==> config.mk <==
export PLATFORM = sky130hd
export DESIGN_NAME = fifo_reader
export DESIGN_NICKNAME = d
export VERILOG_FILES = /design/src/rtl/fifo_reader.sv
export SDC_FILE = /design/constraint.sdc
export NUM_CORES = 1
export LEC_CHECK = 0
export ABC_AREA = 1
export CAP_MARGIN = 20
export CELL_PAD_IN_SITES_DETAIL_PLACEMENT = 0
export CELL_PAD_IN_SITES_GLOBAL_PLACEMENT = 2
export CORE_AREA = 2 2 57 70
export DETAILED_ROUTE_END_ITERATION = 6
export DIE_AREA = 0 0 59 72
export PLACE_DENSITY_LB_ADDON = 0.15
export SLEW_MARGIN = 20
export SYNTH_ARGS = -nofsm -noshare
export SYNTH_HDL_FRONTEND = slang
export SYNTH_SLANG_ARGS = --single-unit
==> constraint.sdc <==
create_clock -name clk -period 1 [get_ports clk]
set_input_delay 0.2 -clock clk [delete_from_list [all_inputs] [get_ports clk]]
set_output_delay 0.2 -clock clk [all_outputs]
set_load 0.03 [all_outputs]
==> src/rtl/fifo_reader.sv <==
// FIFO read-side controller: issues memory reads, captures the returned word and holds it until
// downstream accepts. Optional delivered-word counter enabled by macro FIFO_READER_CNT_EN.
module fifo_reader #(
    parameter int unsigned DATA_W = 8
) (
    input  logic              clk,
    input  logic              rst_n,
    input  logic              rd_en,
    input  logic              fifo_empty,
    input  logic [DATA_W-1:0] mem_rdata,
    output logic              fifo_rd,
    output logic [4:0]        rptr,
    output logic              out_valid,
    output logic [DATA_W-1:0] out_data,
    input  logic              out_ready
`ifdef FIFO_READER_CNT_EN
    ,
    output logic [15:0]       rd_count
`endif
);

    typedef enum logic [1:0] {
        StIdle,
        StWaitData,
        StValid
    } state_e;

    state_e state_q;
    logic   issue;

    // A new read may start from idle, or in the same cycle the held word is accepted.
    always_comb begin
        issue = 1'b0;
        unique case (state_q)
            StIdle:     issue = rd_en & ~fifo_empty;
            StValid:    issue = out_ready & rd_en & ~fifo_empty;
            default:    issue = 1'b0;
        endcase
    end

    assign fifo_rd = issue & rst_n;

    always_ff @(posedge clk or negedge rst_n) begin
        if (!rst_n) begin
            state_q   <= StIdle;
            rptr      <= 5'd0;
            out_valid <= 1'b0;
            out_data  <= '0;
        end else begin
            if (fifo_rd) begin
                rptr <= rptr + 5'd1;
            end
            unique case (state_q)
                StIdle: begin
                    if (issue) begin
                        state_q <= StWaitData;
                    end
                end
                StWaitData: begin
                    out_data  <= mem_rdata;
                    out_valid <= 1'b1;
                    state_q   <= StValid;
                end
                StValid: begin
                    if (out_ready) begin
                        out_valid <= 1'b0;
                        state_q   <= issue ? StWaitData : StIdle;
                    end
                end
                default: begin
                    out_valid <= 1'b0;
                    state_q   <= StIdle;
                end
            endcase
        end
    end

`ifdef FIFO_READER_CNT_EN
    always_ff @(posedge clk or negedge rst_n) begin
        if (!rst_n) begin
            rd_count <= 16'd0;
        end else if (out_valid && out_ready) begin
            rd_count <= rd_count + 16'd1;
        end
    end
`endif

endmodule

==> summary.txt, run 1 <==
Final Slew Violations -> 0
Clock transition at path regs -> 0.07 ns
GP Congestion -> 0.680
clock buffer depth -> 2
Layout Nets -> 151
placed cells -> 158
Slew @ Worst Pin -> 0.223 ns
post-DR wirelength/cell -> 11.3 um
pwr/cell area -> 2270 nW/um^2
Setup TNS -> -1.79 ns
leading cell type in the layout, fill and taps excluded -> nand2_1
core area -> 3540 sq um
Yosys top cell area share -> 55.5%
Max H-tree Level -> 1
Final WS setup -> -0.342 ns
Post-Route WL -> 1.97 mm
Yosys cell types -> 13
Hold Violations, Final -> 0
Antenna Nets Post-Route -> 0
RSZ-0062 raised after global routing -> yes
Initial Utilization -> 20.4%
initial antenna violation count -> 0
worst reg2reg startpoint -> state_q[0]
# fillers -> 368
IO buf count -> 27
Post-Synthesis Cells -> 86
Worst Setup Path Type -> input port to output pin
P_leak -> 0.000670 uW
Worst Path Required -> 0.80 ns
Area contributors post-synth -> dfrtp_1, nand2_1, nand3_1, inv_1, ha_1
number of cell rows -> 24
Max stage delay on crit path -> 0.50 ns
CTS tree -> yes
Die Wd -> 59 um
GRT Util Overall -> 10.5%
die area -> 4250 sq um
commonest cells after routing, fill and taps aside -> nand2_1, buf_6, buf_4, clkdlybuf4s50_1, dfrtp_1
dpl ws -> -0.328 ns
grt ovf -> 0
Yosys warning total -> 0
FF+latch area -> 405 sq um
Crit. Startpoint -> out_ready
WP data arrival -> 1.14 ns
vias in the first global route -> 761
Hold Crit Class -> input port to asynchronous set/reset pin
Slew headroom -> 85.1%
Area growth syn-to-layout -> 84.7%
crit path max fanout -> 2
endpoints failing setup -> 11
number of DRC markers in iteration 0 -> 48
status -> finished, violations left
final clock skew -> 0.00662 ns
Root Driver -> clkbuf_8
Worst VDD drop -> 976 uV
#FFs+latches synth -> 16
clk sinks -> 16
failing checks -> setup timing
worst path cell trace -> clkdlybuf4s50_1, nor2_1, nand2_1, nand3_4, inv_4, buf_6
Cell Area, Synth -> 722 sq um
ant diodes -> 0
global-route wire length before repair -> 3.35 mm
clock buffer count from CTS -> 3
Max Fclk -> 745 MHz
Worst setup EP type -> output pin
period utilization -> 134%
layout cell share with drive strength beyond 1 -> 41.2%
Max Cap Viol -> 0
startpoint type of the worst setup path -> input port
slowest cell on the critical path -> clkdlybuf4s50_1
DRT Pass-1 Iters -> 4
Boundary Pins -> 28
hold buffers post-CTS -> 0
largest net degree at the start of global routing -> 12
Vias -> 744
register area share after synthesis -> 55.5%
Multi-input gate area -> 334 sq um
DR DRC count -> 0
syn_nets -> 100
Vias/cell -> 4.25
die height -> 72 um
Clock Latency Late Sink -> 0.25 ns
mean post-synth cell area -> 8.39 sq um
final cell count without fillers -> 175
area leader, netlist -> dfrtp_1
Final min period -> 1.34 ns
## flip-flops by register name, indices dropped and copies added, names as in the netlist
| register | count |
|---|---|
| state_q | 2 |
| rptr | 5 |
| out_data | 8 |
| out_valid | 1 |
## cell families (layout without fill, tap and decap cells)
group	after synthesis	in the layout	share of synthesized area [%]
fa+ha+maj	1	1	1.73
xor+xnor	1	1	1.21
buf+inv	10	60	5.55
compound gates	1	1	0.867
flops	16	16	55.5
simple gates	57	57	35.2
## per-layer routing
metal	GRT usage [%]	up-vias	wire length (um)	share of wire (%)
met1	12.4	349	881	45
met2	17.2	20	960	49
li1	-	373	-	-
met5	0	-	0	0
met4	5.30	0	17	0.86
met3	2.67	2	114	5.8
## cell usage after synthesis
library cell,instances
nand2_1,34
dfrtp_1,16
nand3_1,15
inv_1,8
nor2_1,3
buf_2,2
nand4_1,2
ha_1,1
nand2_2,1
nand3_2,1
nor2_4,1
o22ai_1,1
xor2_1,1
## path summary, 6_finish.rpt
kind | to | slack [ns] | cells past startpoint
worst max register to register | rptr[1] | -0.23 | 7
min in group clk | out_data[0] | 0.50 | 2
worst max-delay path | fifo_rd | -0.34 | 6
worst min register to register | out_data[0] | 0.50 | 2
worst min-delay path | rptr[1] | 0.38 | 2
max in group asynchronous | out_data[2] | 0.23 | 3
## worst max-delay path, delay by kind of cell
kind / cells / cell delay, ns
simple gates: 3 / 0.27
buf+inv: 3 / 0.68
## area by class of cell
type	count	area share (%)
Clock buffer	4	4.13
Inverter	8	2.44
Multi-Input combinational cell	60	25.0
Sequential cell	16	30.4
Tap cell	39	3.66
Timing Repair Buffer	48	34.3
## through the flow
step | hold slack (ns) | area (sq um) | total power, uW | util [%]
after floorplan | -0.0956 | 748 | 1580 | -
after global placement | 0.456 | 1080 | 2050 | 30.5
after detailed placement | 0.462 | 1080 | 2050 | 30.5
after CTS | 0.380 | 1270 | 2970 | 35.8
after global routing | 0.395 | 1330 | 3230 | 37.6
final | 0.380 | 1330 | 3020 | 37.6
## repair_timing
item	in CTS	in global routing
pin swaps	5	6
endpoints found under the setup margin	29	30
resized for setup	22	4
buffers inserted	9	6
## report_power, final
part           internal [uW]  total [uW]  switching [uW]
clock network            349         577             228
registers                826         943             118
logic                    749        1500             754
No activity file was read; power rests on OpenSTA's default activity.
==> run 2: changes to the inputs <==
- CORE_AREA: 2 2 57 70 -> 2 2 65 61
- DIE_AREA: 0 0 59 72 -> 0 0 67 63
==> run 2 against run 1 <==
  * The flow still finishes with violations (setup timing)
  * Sequential power up 0.6%
  * Global-route usage up 0.53 points
  * Critical path depth unchanged
  * Clock skew down 0.0048 ns
  * Critical path type unchanged
==> summary.txt, run 2 (synthesized netlist as in run 1, its figures left out) <==
startpoint type of the worst setup path -> input port
Reg2Reg Capture Point -> rptr[1]
max reg flops -> 8
R2R setup slack -> -0.28 ns
leading cell type in the layout, fill and taps excluded -> nand2_1
Layout Nets -> 150
Final Slew Violations -> 0
Combinational Power Share -> 50.1%
worst path cell trace -> clkdlybuf4s50_1, nor2_1, nand2_1, nand3_4, inv_4, buf_6
Max Cap Viol -> 0
Worst setup EP type -> output pin
Antenna Nets Post-Route -> 0
Final WS setup -> -0.373 ns
number of cell rows -> 21
Slew @ Worst Pin -> 0.238 ns
DRT Pass-1 Iters -> 3
final cell count without fillers -> 181
largest net degree at the start of global routing -> 12
die area -> 4220 sq um
initial antenna violation count -> 0
die height -> 63 um
worst reg2reg startpoint -> state_q[0]
placed cells -> 166
Hold Crit Class -> input port to asynchronous set/reset pin
slowest cell on the critical path -> clkdlybuf4s50_1
Vias -> 747
pwr/cell area -> 2220 nW/um^2
Worst Setup Path Type -> input port to output pin
clk sinks -> 16
DR DRC count -> 0
Final min period -> 1.37 ns
Hold Violations, Final -> 0
Final Hold Slack -> 0.407 ns
failing checks -> setup timing
post-DR wirelength/cell -> 11.5 um
ant diodes -> 0
Sw Share -> 37.1%
grt ovf -> 0
Clock transition at path regs -> 0.07 ns
commonest cells after routing, fill and taps aside -> nand2_1, buf_6, buf_4, dfrtp_1, clkdlybuf4s50_1
Die Wd -> 67 um
vias in the first global route -> 797
WP data arrival -> 1.17 ns
GP Congestion -> 0.620
final clock skew -> 0.00181 ns
dpl ws -> -0.330 ns
CTS tree -> yes
GRT Util Overall -> 11.0%
global-route wire length before repair -> 3.51 mm
clock buffer count from CTS -> 3
R2R depth -> 7
clock buffer depth -> 2
Max stage delay on crit path -> 0.53 ns
period utilization -> 137%
RSZ-0062 raised after global routing -> yes
status -> finished, violations left
Slew headroom -> 84.1%
Largest regs -> out_data: 8 flops, rptr: 5 flops, state_q: 2 flops
Setup TNS -> -2.05 ns
P_leak -> 0.000673 uW
Pint -> 1920 uW
Reg power frac -> 31.1%
endpoints failing setup -> 10
Area growth syn-to-layout -> 90.8%
Clock Latency Late Sink -> 0.25 ns
Boundary Pins -> 28
DPL Wire Length -> 1.37 mm
Worst Path Required -> 0.80 ns
Post-Route WL -> 2.09 mm
Max H-tree Level -> 1
Clk network pwr share -> 18.9%
Initial Utilization -> 20.2%
core area -> 3570 sq um
largest register by flop count -> out_data
Vias/cell -> 4.13
layout cell share with drive strength beyond 1 -> 43.0%
Max Fclk -> 728 MHz
final core occ -> 38.6%
number of DRC markers in iteration 0 -> 61
Worst VDD drop -> 519 uV
Net Sw Power -> 1130 uW
IO buf count -> 27
crit path max fanout -> 2
Root Driver -> clkbuf_8
[run 2: metal layers]
metal | GRT usage, % | share of wire (%)
met5 | 0 | 0
met2 | 17.9 | 53
met3 | 2.34 | 4.0
met1 | 14.1 | 43
met4 | 3.83 | 0.38
[run 2: power groups by stage]
stage / Clock [uW] / Combinational [uW] / Sequential (uW)
final: 577 / 1530 / 949
after global routing: 645 / 1650 / 971
after CTS: 612 / 1440 / 949
after detailed placement: 0 / 1080 / 987
after global placement: 0 / 1070 / 980
after floorplan: 0 / 275 / 1310
[run 2: worst max path at each step]
stage	from	endpoint	slack, ns	depth (start not counted)
CTS	state_q[0]	fifo_rd	-0.36	6
finish	out_ready	fifo_rd	-0.37	6
floorplan	rptr[0]	rptr[2]	-0.07	4
detailed placement	out_ready	rptr[2]	-0.33	7
global route	state_q[1]	fifo_rd	-0.44	6
global placement	out_ready	rptr[3]	-0.32	7
[run 2: repair_timing]
action                                 in CTS  in global routing
hold buffers                                0                  0
setup endpoints to repair                  29                 30
endpoints found under the hold margin       0                  0
pin swaps                                   5                  5
resized for setup                          20                 16
buffers inserted                            9                  4
[run 2: through the flow]
stage | cell area (sq um) | power [uW]
5_1_grt | 1380 | 3270
3_5_place_dp | 1100 | 2070
4_1_cts | 1290 | 3000
6_report | 1380 | 3060
2_1_floorplan | 748 | 1580
3_3_place_gp | 1100 | 2050
[run 2: cell type report]
| type | count | area [sq um] |
|---|---|---|
| fill | 382 | 2200 |
| tap | 46 | 57.6 |
| inverter | 8 | 32.5 |
| multi-input combinational | 60 | 362 |
| clock buffer | 4 | 55.1 |
| timing repair buffer | 47 | 467 |
| sequential | 16 | 404 |
[run 2: critical path: cells and delay by family]
family        cells  cell delay (ns)
simple gates      3             0.27
buf+inv           3             0.70
